`config.mk`:
```
export PLATFORM = sky130hd
export DESIGN_NAME = prog_launcher_flat
export DESIGN_NICKNAME = d
export VERILOG_FILES = /design/src/rtl/prog_launcher_if.sv /design/src/rtl/prog_launcher.sv /design/src/flat_wrapper.sv
export SDC_FILE = /design/constraint.sdc
export NUM_CORES = 1
export LEC_CHECK = 0
export BUFFER_PORTS_ARGS = -buffer_cell sky130_fd_sc_hd__buf_4
export CAP_MARGIN = 0
export CORE_UTILIZATION = 40
export DETAILED_ROUTE_END_ITERATION = 8
export SLEW_MARGIN = 20
export SYNTH_ARGS = -nofsm -noshare
export SYNTH_HDL_FRONTEND = slang
export SYNTH_SLANG_ARGS = --single-unit
export TNS_END_PERCENT = 1
```
`constraint.sdc`:
```
create_clock -name Clk -period 4.36 [get_ports Clk]
set_input_delay 0.218 -clock Clk [delete_from_list [all_inputs] [get_ports Clk]]
set_output_delay 0.218 -clock Clk [all_outputs]
set_load 0.005 [all_outputs]
```
`src/rtl/prog_launcher_if.sv`:
```
// Start/Ack handshake and status bundle between the program launcher and the test harness.
// master: launcher side; slave: harness/processor side.
interface prog_launcher_if #(
  parameter int PW = 2
) ();
  logic          Go;
  logic          Ack;
  logic          Start;
  logic [PW-1:0] ProgNum;
  logic          Busy;
  logic [15:0]   CycleCt;
  logic          CycleValid;
  logic          AllDone;
  logic          TimedOut;

  modport master (
    input  Go, Ack,
    output Start, ProgNum, Busy, CycleCt, CycleValid, AllDone, TimedOut
  );

  modport slave (
    output Go, Ack,
    input  Start, ProgNum, Busy, CycleCt, CycleValid, AllDone, TimedOut
  );
endinterface

```
`src/rtl/prog_launcher.sv`:
```
// Launches NUM_PROGS programs back-to-back over the Start/Ack handshake,
// measuring each program's Ack-low cycle count and aborting a hung program on timeout.
module prog_launcher #(
  parameter int          NUM_PROGS = 3,
  parameter int          PW        = 2,
  parameter int          START_LEN = 2,
  parameter logic [15:0] TIMEOUT   = 16'hFFFE
) (
  input logic             Clk,
  input logic             Reset,
  prog_launcher_if.master bus
);

  typedef enum logic [2:0] {
    IDLE,
    LAUNCH,
    WAIT_CLR,
    RUN,
    REPORT,
    ABORT
  } state_t;

  localparam logic [PW-1:0] LAST_PROG   = PW'(NUM_PROGS - 1);
  localparam logic [15:0]   LAUNCH_LAST = 16'(START_LEN - 1);

  state_t        r_state;
  logic [15:0]   r_launch_ct;
  logic [15:0]   r_wait_ct;
  logic [15:0]   r_run_ct;
  logic          r_start;
  logic [PW-1:0] r_prog;
  logic          r_busy;
  logic [15:0]   r_cycle_ct;
  logic          r_cycle_valid;
  logic          r_all_done;
  logic          r_timed_out;

  // Wait and run counters are loaded with 1 on entry so that a value equal to
  // TIMEOUT means TIMEOUT cycles have been spent in the state.
  always_ff @(posedge Clk or posedge Reset) begin
    if (Reset) begin
      r_state       <= IDLE;
      r_launch_ct   <= '0;
      r_wait_ct     <= '0;
      r_run_ct      <= '0;
      r_start       <= 1'b0;
      r_prog        <= '0;
      r_busy        <= 1'b0;
      r_cycle_ct    <= '0;
      r_cycle_valid <= 1'b0;
      r_all_done    <= 1'b0;
      r_timed_out   <= 1'b0;
    end else begin
      r_cycle_valid <= 1'b0;
      case (r_state)
        IDLE: begin
          if (bus.Go) begin
            r_state     <= LAUNCH;
            r_prog      <= '0;
            r_all_done  <= 1'b0;
            r_timed_out <= 1'b0;
            r_start     <= 1'b1;
            r_busy      <= 1'b1;
            r_launch_ct <= '0;
          end
        end
        LAUNCH: begin
          if (r_launch_ct == LAUNCH_LAST) begin
            r_state   <= WAIT_CLR;
            r_start   <= 1'b0;
            r_wait_ct <= 16'd1;
          end else begin
            r_launch_ct <= r_launch_ct + 16'd1;
          end
        end
        WAIT_CLR: begin
          if (!bus.Ack) begin
            r_state  <= RUN;
            r_run_ct <= 16'd1;
          end else if (r_wait_ct == TIMEOUT) begin
            r_state <= ABORT;
          end else begin
            r_wait_ct <= r_wait_ct + 16'd1;
          end
        end
        RUN: begin
          if (bus.Ack) begin
            r_cycle_ct    <= r_run_ct;
            r_cycle_valid <= 1'b1;
            r_state       <= REPORT;
          end else if (r_run_ct == TIMEOUT) begin
            r_state <= ABORT;
          end else begin
            r_run_ct <= r_run_ct + 16'd1;
          end
        end
        REPORT: begin
          if (r_prog == LAST_PROG) begin
            r_all_done <= 1'b1;
            r_busy     <= 1'b0;
            r_state    <= IDLE;
          end else begin
            r_prog      <= r_prog + 1'b1;
            r_start     <= 1'b1;
            r_launch_ct <= '0;
            r_state     <= LAUNCH;
          end
        end
        ABORT: begin
          r_timed_out <= 1'b1;
          r_all_done  <= 1'b1;
          r_busy      <= 1'b0;
          r_state     <= IDLE;
        end
        default: begin
          r_start <= 1'b0;
          r_busy  <= 1'b0;
          r_state <= IDLE;
        end
      endcase
    end
  end

  assign bus.Start      = r_start;
  assign bus.ProgNum    = r_prog;
  assign bus.Busy       = r_busy;
  assign bus.CycleCt    = r_cycle_ct;
  assign bus.CycleValid = r_cycle_valid;
  assign bus.AllDone    = r_all_done;
  assign bus.TimedOut   = r_timed_out;

endmodule

```
`src/flat_wrapper.sv`:
```
// flat-port wrapper written by rule: the top's interface ports become plain ports
module prog_launcher_flat 
#(
  parameter int          NUM_PROGS = 3,
  parameter int          PW        = 2,
  parameter int          START_LEN = 2,
  parameter logic [15:0] TIMEOUT   = 16'hFFFE
)
  (Clk, Reset, bus_Go, bus_Ack, bus_Start, bus_ProgNum, bus_Busy, bus_CycleCt, bus_CycleValid, bus_AllDone, bus_TimedOut);
  prog_launcher_if #(.PW(PW)) bus_i ();
  input logic Clk;
  input logic Reset;
  input wire logic [$bits(bus_i.Go)-1:0] bus_Go;
  input wire logic [$bits(bus_i.Ack)-1:0] bus_Ack;
  output wire logic [$bits(bus_i.Start)-1:0] bus_Start;
  output wire logic [$bits(bus_i.ProgNum)-1:0] bus_ProgNum;
  output wire logic [$bits(bus_i.Busy)-1:0] bus_Busy;
  output wire logic [$bits(bus_i.CycleCt)-1:0] bus_CycleCt;
  output wire logic [$bits(bus_i.CycleValid)-1:0] bus_CycleValid;
  output wire logic [$bits(bus_i.AllDone)-1:0] bus_AllDone;
  output wire logic [$bits(bus_i.TimedOut)-1:0] bus_TimedOut;
  assign bus_i.Go = bus_Go;
  assign bus_i.Ack = bus_Ack;
  assign bus_Start = bus_i.Start;
  assign bus_ProgNum = bus_i.ProgNum;
  assign bus_Busy = bus_i.Busy;
  assign bus_CycleCt = bus_i.CycleCt;
  assign bus_CycleValid = bus_i.CycleValid;
  assign bus_AllDone = bus_i.AllDone;
  assign bus_TimedOut = bus_i.TimedOut;
  prog_launcher #(.NUM_PROGS(NUM_PROGS), .PW(PW), .START_LEN(START_LEN), .TIMEOUT(TIMEOUT)) u_core (.Clk(Clk), .Reset(Reset), .bus(bus_i));
endmodule
```
==> results.toml, run 1 <==
[detailed_routing]
routed_wl_um = 8610
routed-via-count = 3216
routed_via_density = 5.68
detail_route.iter0.violations = 121
drt_pass1_iterations = 4
post-route-drc-count = 0
antenna_violating_nets_post_route = 0
wl_per_cell_um = 15.2

[logic_synthesis]
net_count_of_the_mapped_netlist = 422
dominantRegCellSynth = "dfrtp_1"
synth.avg_cell_area_um2 = 9.39
synth-warning-count = 0
post_synth_instance_area_um2 = 3860
post_synth_inst_count = 411
seq_area_frac_synth_pct = 48.0
synth_top_cell_by_area = "dfrtp_1"
ys_seq_elements = 74
synth-edff-count = 0
synth_cell_types = 51
synth.area.top_cells = "dfrtp_1 (48%), o21ai_0 (7.0%), mux2_2 (4.7%), nand3_1 (3.4%), nand2_1 (3.2%)"
ys_async_sr_fraction_pct = 100
synth_largest_type_area_fraction_pct = 48.0

[grt]
grt_usage_pct = 18.4
global_route_wire_length_before_repair_um = 14600
antenna_found_initial = 0
via_count_of_the_first_global_routing_pass = 2947
globalRouteOverflowTotal = 0
grt_max_degree = 47

[cts]
postCtsSetupRepairBufs = 0
cts_resizes = 0
tritoncts_num_sinks = 74
worstSkewPairLatency_ns = 0.35
cts.clk_slew.worst_paths_ns = 0.09
cts_root_buf = "clkbuf_8"
cts-buffers-inserted = 9
cts.htree.levels = 3
cts_tree = "done"
cts_hold_buffers = 0
maximum_buffer_depth_of_the_clock_tree = 2

[setup_path]
timing.critical_path.arrival_ns = 2.42
end_kind = "register"
regToRegStartpoint = "u_core.r_launch_ct[1]$_DFFE_PP0P_"
setup.worst_path.start_class = "register"
timing.critical_path.fanout_max = 16
critical_path_required_ns = 4.63
critPathKind = "register to register"
worst_setup_path_startpoint = "u_core.r_launch_ct[1]$_DFFE_PP0P_"

[pwr]
total_leakage_power_nw = 1.90
total_power_w = 0.00233
peakVddDrop_uv = 276
power_density_nw_per_um2 = 535

[floorplanning]
placeableCoreArea_um2 = 9280
dieArea_um2 = 10000
initial_core_utilization_pct = 41.6
die_x_extent_um = 100
boundaryPins = 27
row_count = 35
chipHeight_um = 100

[timing]
rsz_0062_raised_after_global_routing = "no"
slew_viol_final = 0
fin_worst_skew_ns = 0.0129
timing.max_slew.rel_slack_pct = 47.3
fin_tns_setup_ns = 0
fmaxAchievable_mhz = 464
final_min_period_over_clock_period_pct = 49.4
post-route-min-period_ns = 2.15
hold_viol_final = 34
finalSetupViolations = 0
fin_worst_hold_slack_ns = -0.0130
worst_pin_slew_ns = 0.790

[run_status]
outcome = "complete, but fails checks"
violations = "hold timing"

[layout]
num-fill-cells = 911
area.growth.synth_to_final_pct = 12.8
final_design_area_no_fill_um2 = 4350
insertedDiodeCount = 0
final_core_util_pct = 46.9
drive_above_1_share_pct = 15.6
nets = 443

[flow_run]
max_cap_violations = 0

[placed_design]
gpl.final_weighted_congestion = 0.770
detailedPlacementHpwl_um = 5760
placedInstanceArea_um2 = 4140
number_of_buffer_cells_added_on_primary_ports = 26

[worst_hold_path]
hold_path_class = "input port to async pin"
==> synthesized netlist by cell type (4+ instances only) <==
cell type	instances
dfrtp_1	74
a31oi_1	13
a41oi_1	4
clkbuf_1	5
o31ai_1	13
nand2b_1	6
nor3_1	10
o21ai_0	54
ha_1	7
buf_2	10
or3_1	7
nand4_1	12
nand3_1	26
nor2_1	32
and3_1	6
nand2_1	33
mux2_2	16
inv_1	12
nor4_1	6
a21oi_1	18
==> sequential cells by signal (all words and copies together), names as in the netlist <==
register and count:
u_core.bus.AllDone 1, u_core.bus.TimedOut 1, u_core.r_launch_ct 16, u_core.bus.CycleCt 16, u_core.r_wait_ct 16, u_core.bus.CycleValid 1, u_core.bus.Start 1, u_core.r_state 3
u_core.r_run_ct 16, u_core.bus.Busy 1, u_core.bus.ProgNum 2
==> layout make-up <==
| type | instances | area, µm² | area share (%) |
|---|---|---|---|
| timing repair buffer | 28 | 210 | 4.83 |
| sequential | 74 | 1850 | 42.5 |
| tap | 129 | 161 | 3.71 |
| clock inverter | 6 | 72.6 | 1.67 |
| clock buffer | 10 | 138 | 3.16 |
| inverter | 12 | 46.3 | 1.06 |
| multi-input combinational | 307 | 1870 | 43.0 |
==> per-stage QoR <==
step,setup WS (ns),cells,hold slack (ns)
6_report,2.21,566,-0.0130
5_1_grt,1.97,566,0.0370
4_1_cts,2.20,566,0.125
3_5_place_dp,2.22,550,0.481
3_3_place_gp,2.29,550,0.473
2_1_floorplan,2.26,411,0.411
==> layout by cell type, fill, tap and decap left out, drive strengths merged, types with 10 or more instances in the layout <==
master	count
a21oi	19
a31oi	13
buf	28
clkbuf	10
dfrtp	74
inv	13
mux2	16
nand2	34
nand3	27
nand4	13
nor2	33
nor3	10
o21ai	55
o31ai	13
==> worst max-delay path, cell delays in order (launching register included) <==
cell and delay, ns:
dfrtp_1 0.43, inv_1 0.07, ha_1 0.13, nor3b_1 0.16
and4_1 0.49, o21a_1 0.53, o21ai_0 0.16, o21ai_0 0.10
==> kinds of logic (layout without fill, tap and decap cells) <==
logic type | Yosys count | in the layout | share of synthesized area [%]
fa+ha+maj | 7 | 7 | 2.27
xor+xnor | 3 | 3 | 0.681
simple gates | 156 | 156 | 21.2
buf+inv | 30 | 56 | 3.47
flops | 74 | 74 | 48.0
compound gates | 124 | 124 | 19.4
mux | 17 | 17 | 4.93
==> power by group <==
group          internal (W)  switching, W
sequential         0.000805      0.000178
clock              0.000286      0.000279
combinational      0.000296      0.000487
total               0.00139      0.000943
==> per-layer routing <==
layer	global-route usage, %	vias to the layer above	routed length [µm]
met5	0	-	0
met4	6.69	0	110
met3	2.99	8	277
met2	26.7	60	3750
met1	27.4	1589	4470
li1	-	1559	-
==> path summary, 6_finish.rpt <==
check	cells past startpoint	slack (ns)	to
max	7	2.21	u_core.r_launch_ct[8]$_DFFE_PP0P_
min	2	-0.01	u_core.r_wait_ct[9]$_DFFE_PP0P_
max reg2reg	7	2.21	u_core.r_launch_ct[8]$_DFFE_PP0P_
min reg2reg	1	0.49	u_core.r_wait_ct[9]$_DFFE_PP0P_
max in group asynchronous	3	3.48	u_core.r_launch_ct[5]$_DFFE_PP0P_
min in group Clk	3	0.23	u_core.bus.Busy$_DFFE_PP0P_
No activity file was read; power rests on OpenSTA's default activity.
==> run 2: changes to the inputs <==
Clock period 4.36 ns to 1.8 ns, I/O delays scaled along.
==> results.toml, run 2 (synthesis results as in run 1) <==
[run_status]
outcome = "finished clean"

[grt]
global_route_wire_length_before_repair_um = 15700
via_count_of_the_first_global_routing_pass = 3245
grt_usage_pct = 19.4
globalRouteOverflowTotal = 0
antenna_found_initial = 0
grt_max_degree = 75

[layout]
layout_commonest_cell = "buf_4"
drive_above_1_share_pct = 28.5
num-fill-cells = 896
insertedDiodeCount = 0
nets = 507
layout_common_cells = "buf_4 (87), dfrtp_1 (72), o21ai_0 (53), nand2_1 (32), nor2_1 (31)"
area.growth.synth_to_final_pct = 28.3
final_design_area_no_fill_um2 = 4950

[floorplanning]
initial_core_utilization_pct = 41.6
boundaryPins = 27
placeableCoreArea_um2 = 9280
chipHeight_um = 100
die_x_extent_um = 100
row_count = 35
dieArea_um2 = 10000

[cts]
cts.htree.levels = 3
worstSkewPairLatency_ns = 0.35
cts.clk_slew.worst_paths_ns = 0.08
cts_tree = "done"
cts_root_buf = "clkbuf_8"
maximum_buffer_depth_of_the_clock_tree = 2
tritoncts_num_sinks = 74
postCtsSetupRepairBufs = 0
cts-buffers-inserted = 9

[setup_path]
regToRegStartpoint = "u_core.r_wait_ct[0]$_DFFE_PP0P_"
timing.critical_path.fanout_max = 10
rrSetupSlack_ns = 0.004
cell_type_of_the_slowest_stage_on_the_worst_timing_path = "dfrtp_1"
critPathKind = "register to register"
crit_path_cell_trace = "inv_1 -> ha_1 -> nand4_1 -> nor4_4 -> nor3_2 -> buf_4 -> and2_1 -> o22a_1"
setup.worst_path.start_class = "register"
critical_path.max_stage_delay_ns = 0.38
crit_family = "simple AND/OR/NAND/NOR gates"
path_buf_inv = 2
timing.critical_path.arrival_ns = 2.03
end_kind = "register"
r2r-end = "u_core.r_wait_ct[2]$_DFFE_PP0P_"
critical_path_required_ns = 2.03
r2r.worst_path.cells = 8

[flow_run]
max_cap_violations = 0

[worst_hold_path]
hold_path_class = "input port to register"
min-delay-start = "bus_Go"
worstHoldPathCells = 3
endpoint_of_the_worst_hold_timing_path = "u_core.bus.Busy$_DFFE_PP0P_"

[timing]
finalSetupViolations = 0
hold_viol_final = 0
slew_viol_final = 0
worst_slack_ns = 0.00354
fmaxAchievable_mhz = 557
post-route-min-period_ns = 1.80
worst_pin_slew_ns = 0.409
rsz_0062_raised_after_global_routing = "yes"
timing.max_slew.rel_slack_pct = 72.5
final_min_period_over_clock_period_pct = 99.8
fin_worst_skew_ns = 0.0125

[pwr]
power_density_nw_per_um2 = 1320
peakVddDrop_uv = 747
total_leakage_power_nw = 2.26

[detailed_routing]
antenna_violating_nets_post_route = 0
post-route-drc-count = 0
routed_via_density = 5.50
drt_pass1_iterations = 5
wl_per_cell_um = 14.3
detail_route.iter0.violations = 225
routed-via-count = 3462
routed_wl_um = 9010

[placed_design]
number_of_buffer_cells_added_on_primary_ports = 26
detailedPlacementHpwl_um = 6300
detailedPlace.worstSlack_ns = -0.121
gpl.final_weighted_congestion = 0.824
placedInstanceArea_um2 = 4660
==> run 2: cell types whose count changed in the layout (fill, tap and decap cells not counted), sizes merged <==
cell         before  now
buf              28   91
bufinv            1    2
clkinv            3    2
clkinvlp          1    2
dlygate4sd3       0    1
inv              13   12
==> run 2: stage by stage <==
step	utilization, %	TNS [ns]	hold slack (ns)	total power (W)	cells
2_1_floorplan	-	0	0.283	0.00376	411
3_3_place_gp	50.1	-0.0736	0.236	0.00488	613
3_5_place_dp	50.1	-0.815	0.242	0.00494	613
6_report	53.3	0	0.0823	0.00653	630
5_1_grt	53.3	-0.212	0.123	0.00702	630
4_1_cts	52.6	0	0.0664	0.00641	630
==> run 2: timing repair <==
action                                 in CTS  in global routing
setup endpoints to repair                  14                 38
endpoints found under the hold margin      74                  0
gates resized for setup                     1                 18
hold buffers                                1                  0
==> run 2: final cells by class <==
type | instances | area [µm²] | area share, %
multi-input combinational | 307 | 1940 | 39.1
tap | 129 | 161 | 3.26
sequential | 74 | 1850 | 37.4
clock buffer | 10 | 128 | 2.58
clock inverter | 6 | 90.1 | 1.82
inverter | 12 | 48.8 | 0.985
timing repair buffer | 92 | 734 | 14.8
==> run 2: how the worst max path moves through the flow <==
| stage | startpoint | to | slack, ns | cells after the start |
|---|---|---|---|---|
| 3_5_place_dp | u_core.r_launch_ct[1]$_DFFE_PP0P_ | u_core.r_launch_ct[2]$_DFFE_PP0P_ | -0.12 | 7 |
| 6_report | u_core.r_wait_ct[0]$_DFFE_PP0P_ | u_core.r_wait_ct[2]$_DFFE_PP0P_ | 0.004 | 8 |
| 5_1_grt | u_core.r_wait_ct[0]$_DFFE_PP0P_ | u_core.r_wait_ct[2]$_DFFE_PP0P_ | -0.09 | 8 |
| 2_1_floorplan | u_core.r_launch_ct[1]$_DFFE_PP0P_ | u_core.r_launch_ct[9]$_DFFE_PP0P_ | 0.09 | 8 |
| 3_3_place_gp | u_core.r_launch_ct[1]$_DFFE_PP0P_ | u_core.r_launch_ct[2]$_DFFE_PP0P_ | -0.04 | 7 |
| 4_1_cts | u_core.r_launch_ct[0]$_DFFE_PP0P_ | u_core.r_launch_ct[8]$_DFFE_PP0P_ | 0.0008 | 8 |
==> run 2: per-layer routing <==
metal  vias up  global-route usage (%)  share of wire, %
li1       1689                       -                 -
met1      1662                    29.4                49
met2       101                    28.2                45
met3        10                    2.92               4.6
met4         0                    6.80               1.3
met5         -                       0                 0
==> run 2: worst min-delay path, cell delays in order <==
cell and delay, ns:
buf_4 0.11, a21oi_1 0.05, o21ai_0 0.14
==> run 2: power breakdown <==
group | switching [W] | leakage, nW | internal [W] | total (W)
sequential | 0.000248 | 1.00 | 0.00196 | 0.00220
combinational | 0.00156 | 1.15 | 0.00133 | 0.00289
clock | 0.000650 | 0.107 | 0.000786 | 0.00144
total | 0.00245 | 2.26 | 0.00407 | 0.00653
==> run 3: changes to the inputs <==
Settings changed: PLACE_DENSITY set to 0.6, SKIP_LAST_GASP set to 1.
Clock period 1.8 ns to 1.57 ns, I/O delays scaled along.
==> results.toml, run 3 (synthesis results as in run 1) <==
[pwr]
power.combinational.fraction_pct = 46.0
internal_power_w = 0.00464
power.switching_fraction_pct = 38.5
total_leakage_power_nw = 2.42
power.share.clock_pct = 21.3
p_seq_share_pct = 32.7
power_density_nw_per_um2 = 1460
total_switching_power_w = 0.00290
peakVddDrop_uv = 877

[grt]
globalRouteOverflowTotal = 0
antenna_found_initial = 0
global_route_wire_length_before_repair_um = 16300
via_count_of_the_first_global_routing_pass = 3437
grt_max_degree = 75
grt_usage_pct = 20.6

[placed_design]
detailedPlace.worstSlack_ns = -0.236
number_of_buffer_cells_added_on_primary_ports = 26
gpl.final_weighted_congestion = 0.862
placed_cells_incl_taps = 645
detailedPlacementHpwl_um = 6740

[cts]
cts_root_buf = "clkbuf_8"
worstSkewPairLatency_ns = 0.36
cts_tree = "done"
cts.htree.levels = 3
maximum_buffer_depth_of_the_clock_tree = 2
cts-buffers-inserted = 9
tritoncts_num_sinks = 74
cts.clk_slew.worst_paths_ns = 0.08

[timing]
fin_worst_skew_ns = 0.0159
slew_viol_final = 0
rsz_0062_raised_after_global_routing = "yes"
hold_viol_final = 0
final_min_period_over_clock_period_pct = 111
worst_slack_ns = -0.178
post-route-min-period_ns = 1.75
fmaxAchievable_mhz = 572
worst_pin_slew_ns = 0.403
fin_tns_setup_ns = -5.78
timing.max_slew.rel_slack_pct = 73.1
finalSetupViolations = 66
fin_worst_hold_slack_ns = 0.0763

[layout]
nets = 539
layout_common_cells = "buf_4 (118), dfrtp_1 (74), o21ai_0 (52), nand2_1 (33), nor2_1 (32)"
drive_above_1_share_pct = 31.5
num-fill-cells = 880
instances_no_fill = 662
insertedDiodeCount = 0
layout_commonest_cell = "buf_4"
area.growth.synth_to_final_pct = 33.7

[floorplanning]
placeableCoreArea_um2 = 9280
chipHeight_um = 100
row_count = 35
initial_core_utilization_pct = 41.6
die_x_extent_um = 100
dieArea_um2 = 10000
boundaryPins = 27

[setup_path]
timing.critical_path.arrival_ns = 1.99
timing.critical_path.fanout_max = 5
worst_setup_path_startpoint = "u_core.r_wait_ct[0]$_DFFE_PP0P_"
cell_type_of_the_slowest_stage_on_the_worst_timing_path = "dfrtp_1"
critical_path_required_ns = 1.81
regToRegStartpoint = "u_core.r_wait_ct[0]$_DFFE_PP0P_"
setup.worst_path.start_class = "register"
critical_path.max_stage_delay_ns = 0.38
crit_path_cell_trace = "inv_1 -> ha_1 -> nand4_1 -> nor4_4 -> nor3_1 -> buf_4 -> and2_1 -> o22a_1"
critPathKind = "register to register"
end_kind = "register"

[run_status]
outcome = "complete, but fails checks"
violations = "setup timing"

[detailed_routing]
post-route-drc-count = 0
detail_route.iter0.violations = 199
antenna_violating_nets_post_route = 0
routed_via_density = 5.36
drt_pass1_iterations = 4
routed_wl_um = 9570
wl_per_cell_um = 14.5
routed-via-count = 3551

[worst_hold_path]
hold_path_class = "input port to register"
min-delay-start = "bus_Go"

[flow_run]
max_cap_violations = 0
-- run 3: cell types whose count changed in the layout (fill, tap and decap cells not counted), moves of 2 or more --
cell and change:
dfrtp_1 +2, buf_4 +31, nor4_1 +2, dfrtp_2 -2, nor3_2 -2, nor3_1 +2, nor4_2 -2, inv_6 +2
-- run 3: power groups by stage --
stage / clock, W / sequential [W] / combinational (W)
finish: 0.00161 / 0.00247 / 0.00347
global route: 0.00173 / 0.00251 / 0.00384
global placement: 0 / 0.00248 / 0.00326
CTS: 0.00165 / 0.00247 / 0.00342
detailed placement: 0 / 0.00250 / 0.00333
floorplan: 0 / 0.00259 / 0.00172
-- run 3: repair_timing --
action,4_1_cts,5_1_grt
endpoints found under the hold margin,74,0
hold buffers,1,0
setup endpoints to repair,66,69
buffers inserted,0,0
gates resized for setup,5,5
-- run 3: per-layer routing --
metal / GRT usage (%) / share of wire, % / up-vias
met5: 0 / 0 / -
met4: 8.36 / 1.4 / 0
met3: 3.41 / 3.5 / 10
met2: 31.2 / 45 / 78
met1: 29.5 / 50 / 1705
li1: - / - / 1758
-- run 3: through the flow --
step | util [%] | power (W) | instance area, µm²
global placement | 52.9 | 0.00574 | 4910
detailed placement | 52.9 | 0.00583 | 4910
finish | 55.6 | 0.00754 | 5160
CTS | 55.5 | 0.00754 | 5150
global route | 55.6 | 0.00807 | 5160
floorplan | - | 0.00431 | 3860
-- run 3: cell type report --
type                            count  area [µm²]  share of cell area (%)
Inverter                           12        48.8                   0.946
Clock inverter                      6        72.6                    1.41
Sequential cell                    74        1850                    35.9
Timing Repair Buffer              124         987                    19.1
Multi-Input combinational cell    307        1900                    36.8
Clock buffer                       10         138                    2.67
Tap cell                          129         161                    3.13
-- run 3: worst paths after layout --
path,to,slack (ns),cells past startpoint
worst max-delay path,u_core.r_wait_ct[2]$_DFFE_PP0P_,-0.18,8
worst min register to register,u_core.bus.Start$_DFFE_PP0P_,0.51,2
worst max register to register,u_core.r_wait_ct[2]$_DFFE_PP0P_,-0.18,8
worst min-delay path,u_core.bus.Busy$_DFFE_PP0P_,0.08,3
min in group asynchronous,u_core.r_wait_ct[4]$_DFFE_PP0P_,0.38,4
max in group asynchronous,u_core.r_launch_ct[0]$_DFFE_PP0P_,0.87,4
-- run 3: worst max-delay path: cells and delay by family (launching register included) --
| kind | cells | cell delay [ns] |
|---|---|---|
| buffers and inverters | 2 | 0.24 |
| AOI/OAI and AO/OA | 1 | 0.18 |
| DFF | 1 | 0.38 |
| and+or+nand+nor | 4 | 0.69 |
| adders and majority gates | 1 | 0.15 |
